<file path="src/rtl/ddr3_pll_lock_mon.sv">
// DDR3 PLL lock supervisor: pulses the PLL reset, qualifies lock, releases the controller reset.
// Define LOCK_MON_LOSS_CNT_EN to build the saturating loss-of-lock counter; otherwise loss_cnt reads 0.
module ddr3_pll_lock_mon #(
    parameter int RST_PULSE_CYC    = 16,
    parameter int LOCK_STABLE_CYC  = 1024,
    parameter int LOCK_TIMEOUT_CYC = 65536,
    parameter int MAX_RETRY        = 7
) (
    input  logic       clk,
    input  logic       rst_n,
    input  logic       pll_lock,
    input  logic       retry_req,
    output logic       pll_rst,
    output logic       sys_rst_n,
    output logic       ready,
    output logic       fail,
    output logic [7:0] retry_cnt,
    output logic [7:0] loss_cnt
);

    localparam int MAX_A   = (RST_PULSE_CYC > LOCK_STABLE_CYC) ? RST_PULSE_CYC : LOCK_STABLE_CYC;
    localparam int MAX_CYC = (MAX_A > LOCK_TIMEOUT_CYC) ? MAX_A : LOCK_TIMEOUT_CYC;
    localparam int TW      = (MAX_CYC > 1) ? $clog2(MAX_CYC) : 1;

    // The WAIT_LOCK cycle that first sees lock_s is the first qualified sample,
    // so STABLE only has to see LOCK_STABLE_CYC-1 further high cycles.
    localparam logic [TW-1:0] RST_LAST  = TW'(RST_PULSE_CYC - 1);
    localparam logic [TW-1:0] STAB_LAST = TW'((LOCK_STABLE_CYC > 1) ? LOCK_STABLE_CYC - 2 : 0);
    localparam logic [TW-1:0] TO_LAST   = TW'(LOCK_TIMEOUT_CYC - 1);
    localparam logic [7:0]    RETRY_MAX = 8'(MAX_RETRY);

    if (RST_PULSE_CYC < 1 || LOCK_STABLE_CYC < 1 || LOCK_TIMEOUT_CYC < 2 ||
        MAX_RETRY < 0 || MAX_RETRY > 255) begin : g_bad_params
        $error("ddr3_pll_lock_mon: parameter out of range");
    end

    typedef enum logic [2:0] {
        ST_RESET_PLL,
        ST_WAIT_LOCK,
        ST_STABLE,
        ST_LOCKED,
        ST_FAIL
    } state_e;

    state_e        state_q, state_d;
    logic [TW-1:0] timer_q, timer_d;
    logic          lock_meta_q, lock_s_q;
    logic          pll_rst_q, pll_rst_d;
    logic          sys_rst_n_q, sys_rst_n_d;
    logic          ready_q, ready_d;
    logic          fail_q, fail_d;
    logic [7:0]    retry_cnt_q, retry_cnt_d;

    always_comb begin
        state_d     = state_q;
        timer_d     = timer_q;
        retry_cnt_d = retry_cnt_q;

        case (state_q)
            ST_RESET_PLL: begin
                if (timer_q == RST_LAST) begin
                    state_d = ST_WAIT_LOCK;
                    timer_d = '0;
                end else begin
                    timer_d = timer_q + 1'b1;
                end
            end
            ST_WAIT_LOCK: begin
                // Lock beats a coincident timeout.
                if (lock_s_q) begin
                    state_d = ST_STABLE;
                    timer_d = '0;
                end else if (timer_q == TO_LAST) begin
                    timer_d = '0;
                    if (retry_cnt_q == RETRY_MAX) begin
                        state_d = ST_FAIL;
                    end else begin
                        state_d     = ST_RESET_PLL;
                        retry_cnt_d = retry_cnt_q + 8'd1;
                    end
                end else begin
                    timer_d = timer_q + 1'b1;
                end
            end
            ST_STABLE: begin
                if (!lock_s_q) begin
                    state_d = ST_WAIT_LOCK;
                    timer_d = '0;
                end else if (timer_q == STAB_LAST) begin
                    state_d     = ST_LOCKED;
                    timer_d     = '0;
                    retry_cnt_d = 8'd0;
                end else begin
                    timer_d = timer_q + 1'b1;
                end
            end
            ST_LOCKED: begin
                if (!lock_s_q) begin
                    state_d = ST_RESET_PLL;
                    timer_d = '0;
                end
            end
            ST_FAIL: begin
                if (retry_req) begin
                    state_d     = ST_RESET_PLL;
                    timer_d     = '0;
                    retry_cnt_d = 8'd0;
                end
            end
            default: begin
                state_d = ST_RESET_PLL;
                timer_d = '0;
            end
        endcase

        // Outputs are registered copies of the next state, so they change on the transition edge.
        pll_rst_d   = (state_d == ST_RESET_PLL);
        sys_rst_n_d = (state_d == ST_LOCKED);
        ready_d     = (state_d == ST_LOCKED);
        fail_d      = (state_d == ST_FAIL);
    end

    always_ff @(posedge clk or negedge rst_n) begin
        if (!rst_n) begin
            lock_meta_q <= 1'b0;
            lock_s_q    <= 1'b0;
            state_q     <= ST_RESET_PLL;
            timer_q     <= '0;
            pll_rst_q   <= 1'b1;
            sys_rst_n_q <= 1'b0;
            ready_q     <= 1'b0;
            fail_q      <= 1'b0;
            retry_cnt_q <= 8'd0;
        end else begin
            lock_meta_q <= pll_lock;
            lock_s_q    <= lock_meta_q;
            state_q     <= state_d;
            timer_q     <= timer_d;
            pll_rst_q   <= pll_rst_d;
            sys_rst_n_q <= sys_rst_n_d;
            ready_q     <= ready_d;
            fail_q      <= fail_d;
            retry_cnt_q <= retry_cnt_d;
        end
    end

    assign pll_rst   = pll_rst_q;
    assign sys_rst_n = sys_rst_n_q;
    assign ready     = ready_q;
    assign fail      = fail_q;
    assign retry_cnt = retry_cnt_q;

`ifdef LOCK_MON_LOSS_CNT_EN
    logic       loss_evt;
    logic [7:0] loss_cnt_q, loss_cnt_d;

    assign loss_evt = (state_q == ST_LOCKED) && !lock_s_q;

    always_comb begin
        loss_cnt_d = loss_cnt_q;
        if (loss_evt && (loss_cnt_q != 8'hFF)) begin
            loss_cnt_d = loss_cnt_q + 8'd1;
        end
    end

    always_ff @(posedge clk or negedge rst_n) begin
        if (!rst_n) begin
            loss_cnt_q <= 8'd0;
        end else begin
            loss_cnt_q <= loss_cnt_d;
        end
    end

    assign loss_cnt = loss_cnt_q;
`else
    assign loss_cnt = 8'd0;
`endif

endmodule

</file>
<file path="config.mk">
export PLATFORM = sky130hd
export DESIGN_NAME = ddr3_pll_lock_mon
export DESIGN_NICKNAME = d
export VERILOG_FILES = /design/src/rtl/ddr3_pll_lock_mon.sv
export SDC_FILE = /design/constraint.sdc
export NUM_CORES = 1
export LEC_CHECK = 0
export CAP_MARGIN = 15
export CORE_AREA = 2 2 62 64
export DETAILED_ROUTE_END_ITERATION = 10
export DIE_AREA = 0 0 64 66
export MAX_ROUTING_LAYER = met4
export PLACE_DENSITY = 0.75
export SYNTH_ARGS = -nofsm -noshare
export SYNTH_HDL_FRONTEND = slang
export SYNTH_SLANG_ARGS = --single-unit
</file>
<file path="constraint.sdc">
create_clock -name clk -period 3.1 [get_ports clk]
set_input_delay 0.62 -clock clk [delete_from_list [all_inputs] [get_ports clk]]
set_output_delay 0.62 -clock clk [all_outputs]
set_load 0.01 [all_outputs]
</file>
-- After elaboration in Yosys (flattened, before gate mapping)
Index checks and enable logic that the tools add are counted.
- input bits: 4
- register bits after elaboration: 32
- eq/ne operators: 17
- multiplexer cells: 24
- add/subtract/negate cells: 2
- reductions and logical operators: 5
- operators with widths (kind ; count):
    $mux 16 ; 7
    $pmux 16 s5 ; 1
    $mux 8 ; 6
    $mux 3 ; 8
    $pmux 8 s3 ; 1
    $add 16x1->16 const B ; 1
    $eq 16x10->1 const B ; 1
    $eq 16x16->1 const B ; 1
    $eq 16x4->1 const B ; 1
    $pmux 3 s5 ; 1
    $ne 2x2->1 const B ; 7
    $eq 3x2->1 const B ; 3
    $add 8x1->8 const B ; 1
    $eq 8x3->1 const B ; 1
    $reduce_and 7->1 ; 1
    $eq 3x3->1 const B ; 2
    $logic_not 3->1 ; 2
    $eq 3x1->1 const B ; 1
    $reduce_bool 3->1 ; 1
    $reduce_and 2->1 ; 1

-- Depth between registers and ports, before layout
Gate-level depths: netlist of run 1.
- depth after elaboration: 6
- gate-level depth with buffers: 8
- mapped depth without buffers: 7

-- Worst setup path before layout of run 1
OpenSTA, ideal clock, no wires.
- kind: flip-flop to flip-flop
- from: register timer_q[10]
- to: register retry_cnt_q[1] (netlist: retry_cnt[1])
- cell stages (with the launch flop): 6
- arrival: 2438 ps
- data required time: 2975 ps
- setup slack: 537 ps
- period minus slack after synthesis: 2563 ps
- path buffers: 0
- setup time: 125 ps
- cells stage by stage: dfrtp_1 > or4_4 > or4_4 > a221o_2 > a21oi_1 > mux2_2
- cells in the longest elaborated chain, start to end: 3
- ends and longest elaborated chain (element ; RTL line ; text):
    start: declaration ; 46 ; logic [TW-1:0] timer_q, timer_d;
    start signal: assignment ; 138 ; timer_q <= timer_d;
    $eq 16x10->1 or $eq 16x16->1 (tied branches) ; 89, 73 ;
    $ne 2x2->1 (no source line) ; - ;
    $reduce_and 7->1 (no source line) * ; - ;
    end signal: assignment ; 143 ; retry_cnt_q <= retry_cnt_d;
    end: declaration ; 52 ; logic [7:0] retry_cnt_q, retry_cnt_d;
Mark *: on every way between the ends. The rest lies on a longest branch, timed or not.
A chain may end at the register's enable or synchronous reset.

-- Worst setup path in the final report of run 1
- from: register timer_q[12]
- to: register retry_cnt_q[1] (netlist: retry_cnt[1])
Same word-level chain as after synthesis.

==> results of run 1 <==
==> final cells by class <==
class	count	area share (%)
Clock buffer	7	2.19
Timing Repair Buffer	21	9.49
Sequential cell	32	39.0
Multi-Input combinational cell	145	44.0
Clock inverter	1	0.243
Tap cell	48	2.92
Inverter	12	2.19
==> routing by layer <==
| metal | GRT usage (%) | routed length [um] | vias to the layer above |
|---|---|---|---|
| li1 | - | - | 726 |
| met5 | - | 0 | - |
| met1 | 23.2 | 1630 | 707 |
| met4 | 10.6 | 77 | 0 |
| met2 | 31.4 | 1730 | 42 |
| met3 | 5.11 | 167 | 10 |
==> placed cells by master (no fill, tap or decap), types with 2 or more instances in the layout <==
cell type | netlist | final
nor3_1 | 7 | 7
nor2b_1 | 3 | 3
a211oi_1 | 6 | 6
a31o_2 | 2 | 2
nand4_1 | 6 | 6
or4_1 | 3 | 3
a31oi_1 | 3 | 3
or3_1 | 2 | 2
conb_1 | 1 | 8
clkbuf_1 | 6 | 2
clkbuf_4 | 0 | 5
nor4_1 | 9 | 9
nand2_1 | 15 | 15
buf_4 | 9 | 6
o21ai_0 | 2 | 2
dfrtp_1 | 31 | 31
a21oi_1 | 3 | 3
xnor2_1 | 11 | 11
o22ai_1 | 8 | 8
or4_4 | 2 | 2
nand3_1 | 5 | 5
or2_2 | 4 | 4
ha_1 | 3 | 3
clkdlybuf4s50_1 | 0 | 15
nor2_1 | 23 | 23
xor2_1 | 2 | 2
inv_1 | 12 | 12
and3_1 | 3 | 3
==> worst register-to-register path, stage by stage, from the launching register on <==
cell and delay [ns]:
dfrtp_1 0.46, or4_4 0.51, or4_4 0.54, a221o_2 0.48
a21oi_1 0.25, mux2_2 0.36
==> flip-flops by register name (all words and copies together), names as in the netlist <==
| register | flops |
|---|---|
| fail | 1 |
| lock_meta_q | 1 |
| lock_s_q | 1 |
| pll_rst | 1 |
| ready | 1 |
| retry_cnt | 8 |
| state_q | 3 |
| timer_q | 16 |
==> how the worst min path moves through the flow <==
stage | endpoint | cells after the start | slack [ns] | from
after CTS | lock_s_q$_DFF_PN0_ | 0 | 0.37 | lock_meta_q$_DFF_PN0_
after floorplan | fail$_DFF_PN0_ | 0 | 0.32 | rst_n
after global routing | lock_s_q$_DFF_PN0_ | 0 | 0.38 | lock_meta_q$_DFF_PN0_
final | lock_s_q$_DFF_PN0_ | 0 | 0.36 | lock_meta_q$_DFF_PN0_
after detailed placement | lock_s_q$_DFF_PN0_ | 0 | 0.34 | lock_meta_q$_DFF_PN0_
after global placement | lock_s_q$_DFF_PN0_ | 0 | 0.34 | lock_meta_q$_DFF_PN0_
==> cells in the mapped netlist (all sizes together) (2+ instances only) <==
| library cell | instances | area share (%) |
|---|---|---|
| a211o | 2 | 1.4 |
| a211oi | 6 | 2.5 |
| a21oi | 3 | 0.82 |
| a31o | 2 | 0.96 |
| a31oi | 3 | 1.0 |
| and3 | 3 | 1.0 |
| buf | 10 | 4.0 |
| clkbuf | 6 | 1.2 |
| dfrtp | 31 | 43 |
| ha | 3 | 2.1 |
| inv | 12 | 2.5 |
| nand2 | 15 | 3.1 |
| nand3 | 5 | 1.4 |
| nand4 | 6 | 2.1 |
| nor2 | 23 | 4.7 |
| nor2b | 3 | 1.0 |
| nor3 | 7 | 1.9 |
| nor4 | 10 | 3.8 |
| o21ai | 2 | 0.55 |
| o22ai | 8 | 2.7 |
| or2 | 4 | 1.4 |
| or3 | 2 | 0.69 |
| or4 | 5 | 2.5 |
| xnor2 | 11 | 5.3 |
| xor2 | 2 | 0.96 |
==> stage by stage <==
stage / util [%] / setup WS, ns / total power [mW] / instances / hold slack [ns]
6_report: 57.9 / 0.362 / 1.56 / 266 / 0.363
5_1_grt: 57.9 / 0.253 / 1.69 / 266 / 0.378
4_1_cts: 57.7 / 0.0697 / 1.55 / 265 / 0.367
2_1_floorplan: - / 0.537 / 1.10 / 205 / 0.324
3_5_place_dp: 56.3 / 0.0996 / 1.33 / 257 / 0.336
3_3_place_gp: 56.3 / 0.165 / 1.30 / 257 / 0.335
==> power groups by stage <==
stage / clock, mW / sequential [mW] / combinational, mW
2_1_floorplan: 0 / 0.632 / 0.465
3_3_place_gp: 0 / 0.642 / 0.663
3_5_place_dp: 0 / 0.647 / 0.681
4_1_cts: 0.232 / 0.638 / 0.685
5_1_grt: 0.256 / 0.656 / 0.782
6_report: 0.227 / 0.638 / 0.695
==> cell families after synthesis <==
| kind of cell | Yosys count | share of synthesized area [%] |
|---|---|---|
| simple gates | 91 | 27.4 |
| flops | 32 | 44.1 |
| compound gates | 28 | 11.1 |
| buf+inv | 28 | 7.70 |
| xor+xnor | 13 | 6.25 |
| fa+ha+maj | 3 | 2.06 |
| mux | 2 | 1.17 |
| other cells | 1 | 0.206 |
==> reports/qor.yml, run 1 <==
grt_overflow: 0
critical_path_class: "reg2reg"
critical_path_depth: 5
totalWireLength_um: 3600
multi_input_area_sq_um: 905
hold_viol_final: 0
drtIter0Drc: 89
cp_num_buf_inv: 0
worstSetupStartpoint: "timer_q[12]$_DFFE_PN0P_"
r2r_setup_slack_ns: 0.36
p_sw_share_pct: 40.8
sequentialPowerShare_pct: 40.9
r2r-start: "timer_q[12]$_DFFE_PN0P_"
cts_setup_buffers: 0
hpwl_um: 2590
cpMaxStageDelayCell: "or4_4"
syn_area_sq_um: 1820
core_area_sq_um: 3550
clk_pin_slew_ns: 0.11
cpLargestDelayFamily: "simple AND/OR/NAND/NOR gates"
intPower_uw: 923
start_util_pct: 51.3
irDropWorstVdd_mv: 0.376
grt_setup_unrepaired: "false"
cp_common_cell: "or4_4"
cts_buffers: 5
fin_crit_sh_pct: 88.3
cp.arrival_ns: 2.95
cts_resized: 0
cp-end-kind: "flip-flop"
tns_ns: 0
netlist_instances: 198
grt_pass1_vias: 1424
clock_tree.root_cell: "clkbuf_4"
seq_area_frac_synth_pct: 44.1
relSlewSlack_pct: 55.4
die_width_um: 64
worst_r2r_path_depth: 5
clk_path_buf_depth: 2
cts_sinks: 32
clock_power_share_pct: 14.6
syn_to_final_growth_pct: 13.0
synth_flop_cell: "dfrtp_1"
place.gp.congestion: 0.862
cp.required_ns: 3.31
std_cell_rows: 22
fillerInstances: 321
die_h_um: 66
syn-mean-instance-area_sq_um: 9.19
first_pass_iters: 4
synthDistinctLibCells: 43
wl_per_cell_um: 13.5
tightest_slew_ns: 0.669
r2r-end: "retry_cnt[1]$_DFFE_PN0P_"
cpPeakStageDelay_ns: 0.54
period_needed_ns: 2.74
leakage_nw: 0.872
hold_buffers: 0
setup_viol: 0
fin_nets: 224
final_layout_size_suffix_gt1_share_pct: 11.5
fmaxAchievable_ghz: 0.365
ant_nets: 0
ff_latch_area_sq_um: 802
grt_pass1_wl_um: 6310
crit_end: "retry_cnt[1]$_DFFE_PN0P_"
synth_edf_count: 0
post_dp_cell_area_sq_um: 2000
path_max_fanout: 8
num_vias: 1485
ys_async_sr_fraction_pct: 100
worstSetupStartpointType: "flip-flop"
numPortBuffers: 15
drv_slew: 0
fp.dieArea_sq_um: 4220
p_per_area_nw_per_um2: 758
n_antenna_cell: 0
netSwitchingPower_uw: 637
outcome: "finished clean"
clock_latency_ns: 0.34
final_cell_area_sq_um: 2060
grt_antenna_before_repair: 0
crit_chain: "or4_4 > or4_4 > a221o_2 > a21oi_1 > mux2_2"
yosysWarnings: 0
skew_ns: 0.0231
grt_use_total_pct: 19.8
cap_violations: 0
drc: 0
grt_max_degree: 33
cts_tree: "done"
pin_count: 24
hp-class: "reg2reg"
comb_power_share_pct: 44.5
htree_levels: 2
ys_ff_latch: 32
via_per_inst: 5.58
Power figures use the tool's default switching activity.
==> run 2: changes to the inputs <==
--- a/config.mk
+++ b/config.mk
@@ -7,6 +7,7 @@
 export LEC_CHECK = 0
 export CAP_MARGIN = 15
 export CORE_AREA = 2 2 62 64
+export CTS_BUF_LIST = sky130_fd_sc_hd__clkbuf_16
 export DETAILED_ROUTE_END_ITERATION = 10
 export DIE_AREA = 0 0 64 66
 export MAX_ROUTING_LAYER = met4
==> reports/qor.yml, run 2 (same netlist as run 1, synthesis figures left out) <==
via_per_inst: 5.60  # +0.27%
cts_setup_buffers: 0  # unchanged
tns_ns: 0  # unchanged
finalHoldWorstSlack_ns: 0.352  # -0.0107 ns
grt_overflow: 0  # unchanged
drv_slew: 0  # unchanged
irDropWorstVdd_mv: 0.402  # +6.8%
fin_ws_ns: 0.374  # +0.0118 ns
drc: 0  # unchanged
final_cell_area_sq_um: 2140  # +4.3%
clock_latency_ns: 0.28  # -0.06 ns
p_per_area_nw_per_um2: 838  # +10%
fp.dieArea_sq_um: 4220  # unchanged
ant_nets: 0  # unchanged
leakage_nw: 0.919  # +5.4%
worstSetupStartpointType: "flip-flop"
cp.arrival_ns: 2.88  # -0.07 ns
skew_ns: 0.00945  # -0.0136 ns
cp.required_ns: 3.25  # -0.06 ns
setup_viol: 0  # unchanged
layout_commonest_cell: "dfrtp_1"
outcome: "finished clean"
wl_per_cell_um: 14.0  # +3.4%
cts_tree: "done"
critical_path_class: "reg2reg"
sequentialPowerShare_pct: 35.7  # -5.2 points
hold_buffers: 0  # unchanged
fin_nets: 224  # unchanged
first_pass_iters: 4  # unchanged
syn_to_final_growth_pct: 17.8
cap_violations: 0  # unchanged
period_needed_ns: 2.73  # -0.0118 ns
grt_setup_unrepaired: "false"
htree_levels: 2  # unchanged
intPower_mw: 1.13  # +22%
grt_pass1_vias: 1487  # +4.4%
place.gp.congestion: 0.862  # unchanged
cts_resized: 0  # unchanged
p_sw_share_pct: 37.3  # -3.5 points
totalWireLength_um: 3720  # +3.4%
final_layout_size_suffix_gt1_share_pct: 11.5  # unchanged
dp_worst_setup_slack_ns: 0.0996  # unchanged
tightest_slew_ns: 0.705  # +0.0360 ns
n_antenna_cell: 0  # unchanged
cp-end-kind: "flip-flop"
clock_tree.root_cell: "clkbuf_16"
std_cell_rows: 22  # unchanged
grt_pass1_wl_um: 6440  # +2.2%
clock_power_share_pct: 25.2  # +11 points
hold_viol_final: 0  # unchanged
grt_use_total_pct: 20.2  # +0.38 points
path_max_fanout: 8  # unchanged
die_width_um: 64  # unchanged
netSwitchingPower_uw: 670  # +5.2%
clk_pin_slew_ns: 0.06  # -0.05 ns
clk_path_buf_depth: 2  # unchanged
start_util_pct: 51.3  # unchanged
cts_buffers: 5  # unchanged
grt_max_degree: 33  # unchanged
regMostFlops: "timer_q"
relSlewSlack_pct: 53.0  # -2.4 points
post_dp_cell_area_sq_um: 2000  # unchanged
cts_sinks: 32  # unchanged
core_area_sq_um: 3550  # unchanged
pin_count: 24  # unchanged
fin_crit_sh_pct: 87.9  # -0.38 points
final_cell_mix: "dfrtp_1 (31), nor2_1 (23), nand2_1 (15), clkdlybuf4s50_1 (15), inv_1 (14)"
numPortBuffers: 15  # unchanged
drtIter0Drc: 116  # +30%
hpwl_um: 2590  # unchanged
fmaxAchievable_ghz: 0.367  # +0.43%
hp-class: "reg2reg"
largest_reg_flops: 16  # unchanged
num_vias: 1489  # +0.27%
die_h_um: 66  # unchanged
grt_antenna_before_repair: 0  # unchanged
p_total_mw: 1.80  # +15%
comb_power_share_pct: 39.1  # -5.4 points
==> run 2: per-layer routing <==
| metal | wire, um | up-vias | track usage [%] |
|---|---|---|---|
| met4 | 95 | 0 | 12.2 |
| met5 | 0 | - | - |
| met2 | 1780 | 47 | 32.6 |
| li1 | - | 731 | - |
| met3 | 185 | 11 | 5.11 |
| met1 | 1670 | 700 | 22.7 |
==> run 2: worst paths after layout <==
path                                            end  slack [ns]               startpoint  cells after the start
max                        retry_cnt[1]$_DFFE_PN0P_        0.37  timer_q[12]$_DFFE_PN0P_                      5
min                              lock_s_q$_DFF_PN0_        0.35    lock_meta_q$_DFF_PN0_                      0
max reg2reg                retry_cnt[1]$_DFFE_PN0P_        0.37  timer_q[12]$_DFFE_PN0P_                      5
min reg2reg                      lock_s_q$_DFF_PN0_        0.35    lock_meta_q$_DFF_PN0_                      0
max in group asynchronous         pll_rst$_DFF_PN1_        2.02                    rst_n                      2
min in group asynchronous  retry_cnt[5]$_DFFE_PN0P_        0.75                    rst_n                      2
==> run 2: critical path: stages (launching register included) <==
cell and delay (ns):
dfrtp_1 0.45, or4_4 0.51, or4_4 0.54, a221o_2 0.48, a21oi_1 0.25, mux2_2 0.36
==> run 2: area by class of cell <==
type | count | area [sq um]
clock buffer | 5 | 125
clock inverter | 3 | 12.5
fill | 308 | 1410
inverter | 12 | 45.0
multi-input combinational | 145 | 905
sequential | 32 | 802
tap | 48 | 60.1
timing repair buffer | 21 | 195
==> run 2: per-stage QoR <==
stage	instances	util, %
after floorplan	205	-
after global placement	257	56.3
after detailed placement	257	56.3
after CTS	265	60.2
after global routing	266	60.4
final	266	60.4
==> run 2: power by group through the flow <==
stage | clock network (mW) | registers (mW) | logic [mW]
finish | 0.453 | 0.642 | 0.702
global route | 0.482 | 0.658 | 0.784
CTS | 0.459 | 0.640 | 0.687
detailed placement | 0 | 0.647 | 0.681
global placement | 0 | 0.642 | 0.663
floorplan | 0 | 0.632 | 0.465
==> RTL change: new RTL, config.mk and constraints of run 1 <==
The parameter `RST_PULSE_CYC` goes from 16 to 32.
--- a/src/rtl/ddr3_pll_lock_mon.sv
+++ b/src/rtl/ddr3_pll_lock_mon.sv
@@ -2,5 +2,5 @@
 // Define LOCK_MON_LOSS_CNT_EN to build the saturating loss-of-lock counter; otherwise loss_cnt reads 0.
 module ddr3_pll_lock_mon #(
-    parameter int RST_PULSE_CYC    = 16,
+    parameter int RST_PULSE_CYC    = 32,
     parameter int LOCK_STABLE_CYC  = 1024,
     parameter int LOCK_TIMEOUT_CYC = 65536,
Formal check against the unedited RTL: same outputs for any inputs over 10 cycles, from zero or initial values and one cycle with rst_n low; that may be too few to reach the edited logic, so the function may still have changed.
==> RTL change against run 1 <==
- design area is 0.73% lower
- non-clock buffer count is 4 lower
- critical endpoint is now retry_cnt[4]
- synthesized area is 0.89% higher
- power is 5.5% lower
- critical path type unchanged
- largest cell class unchanged
- routed wire length is 7.1% higher
- sequential cell count stayed put
- worst setup slack better by 0.17 ns
- clock skew is 0.0061 ns lower
- largest power group unchanged
- combinational power is 9.9% lower
==> RTL change: results (changes against run 1) <==
stage,metric,value,unit,change
worst_setup_path,cpPeakStageDelay,0.63,ns,+0.09 ns
placed_design,place_area,1992,sq um,-0.38%
hold_path,hold_path.class,flop to flop,,
outcome,outcome,completed,,
placed_design,place.port_buffers,15,,unchanged
worst_setup_path,crit_start,timer_q[6],,
synthesis,ys_seq_area_share,43.66,%,-0.39 points
timing,period_minus_slack,2.564,ns,-0.1740 ns
global_route,grt_pass1_wl,6824,um,+8.2%
worst_setup_path,cpMaxStageDelayCell,nor4_1,,
global_route,grt_use_total,21.36,%,+1.5 points
synthesis,synth_cell_types,51,,+19%
layout,fin_nets,218,,-2.7%
worst_setup_path,setup.worst_path.start_class,flop,,
timing,hold-worst-slack,0.3703,ns,+0.007773 ns
routing,viasPerCell,5.842,,+4.7%
synthesis,async_flop_share,100.0,%,unchanged
global_route,grt_max_degree,33,,unchanged
power,ir_drop,0.4029,mV,+7.1%
worst_setup_path,worstSetupEndpoint,retry_cnt[4],,
placed_design,place_ws,0.5046,ns,+0.4050 ns
synthesis,synth_area_leaders,"dfrtp_1 42%, nor2_1 4.1%, buf_4 3.7%, xor2_1 3.3%, a21oi_1 3.3%",,
routing,drtIter0Drc,155,,+74%
worst_setup_path,cp_max_fo,12,,+4
placed_design,routabilityCongestion,0.8866,,+2.9%
worst_setup_path,r2r_slack,0.54,ns,+0.17 ns
power,p_leak,0.9156,nW,+5.0%
timing,clock_skew,0.01698,ns,-0.006098 ns
layout,diodes,0,,unchanged
clock_network,cts_sinks,32,,unchanged
synthesis,ys_top_cells_by_count,"31 x dfrtp_1, 20 x nor2_1, 12 x a21oi_1",,
worst_setup_path,worstRegToRegCells,5,,unchanged
floorplanning,initial_core_util,51.73,%,+0.46 points
worst_setup_path,worst_ep_arrival_time,2.80,ns,-0.15 ns
global_route,grt_pass1_vias,1483,,+4.1%
timing,worst_pin_slew,0.7979,ns,+0.1287 ns
routing,wl_per_cell,14.83,um,+9.5%
clock_network,post-cts-setup-buffers,0,,unchanged
placed_design,hpwl,2775,um,+7.2%
layout,drive_gt1_share,8.962,%,-2.5 points
RTL change: cell count changes in the layout (fill, tap and decap cells not counted), moves of 5 or more:
cell,run 1,this run
xnor2_1,11,3
o31ai_1,0,5
nand2_1,15,10
xor2_1,2,7
nor4_1,9,4
a21oi_1,3,12
o22ai_1,8,1
inv_1,12,5
RTL change: area by class of cell:
class                      count  area, sq um
clock buffer                   7        45.04
clock inverter                 1        5.005
fill                         304         1509
inverter                       5        18.77
multi-input combinational    150        945.9
sequential                    32        802.0
tap                           48        60.06
timing repair buffer          17        165.2
RTL change: kinds of logic after synthesis:
logic type	after synthesis	share of synthesized area, %
AOI/OAI and AO/OA	40	15.40
xor gates and xnor gates	10	4.769
adders and majority gates	3	2.044
buffers and inverters	21	6.267
DFF	32	43.66
muxes	1	0.5450
other	1	0.2042
and+or+nand+nor	88	27.11
RTL change: report_power, final:
group / switching, mW / total [mW] / internal, mW
clock: 0.139 / 0.227 / 0.0883
sequential: 0.120 / 0.621 / 0.501
combinational: 0.368 / 0.626 / 0.258
total: 0.627 / 1.47 / 0.847
RTL change: how the worst min path moves through the flow:
stage	to	cells past startpoint
2_1_floorplan	fail	0
3_3_place_gp	lock_s_q	0
3_5_place_dp	lock_s_q	0
4_1_cts	lock_s_q	0
5_1_grt	lock_s_q	0
6_report	lock_s_q	0
RTL change: metal layers:
layer | track usage (%) | vias up | wire length (um)
li1 | - | 733 | -
met1 | 25.52 | 740 | 1729
met2 | 35.55 | 39 | 1899
met3 | 5.281 | 7 | 157
met4 | 7.065 | 0 | 69
met5 | - | - | 0
RTL change: worst reg2reg max path: stages, from the launching register on:
cell	delay (ns)
dfrtp_1	0.43
nand4_1	0.26
nor4_1	0.63
a21oi_1	0.41
or2_2	0.45
a211o_1	0.31
RTL change: metrics by stage:
| step | cells | total power, mW | util, % |
|---|---|---|---|
| after global routing | 260 | 1.601 | 57.51 |
| after floorplan | 203 | 1.061 | - |
| final | 260 | 1.474 | 57.51 |
| after global placement | 252 | 1.213 | 56.10 |
| after detailed placement | 252 | 1.249 | 56.10 |
| after CTS | 260 | 1.478 | 57.51 |
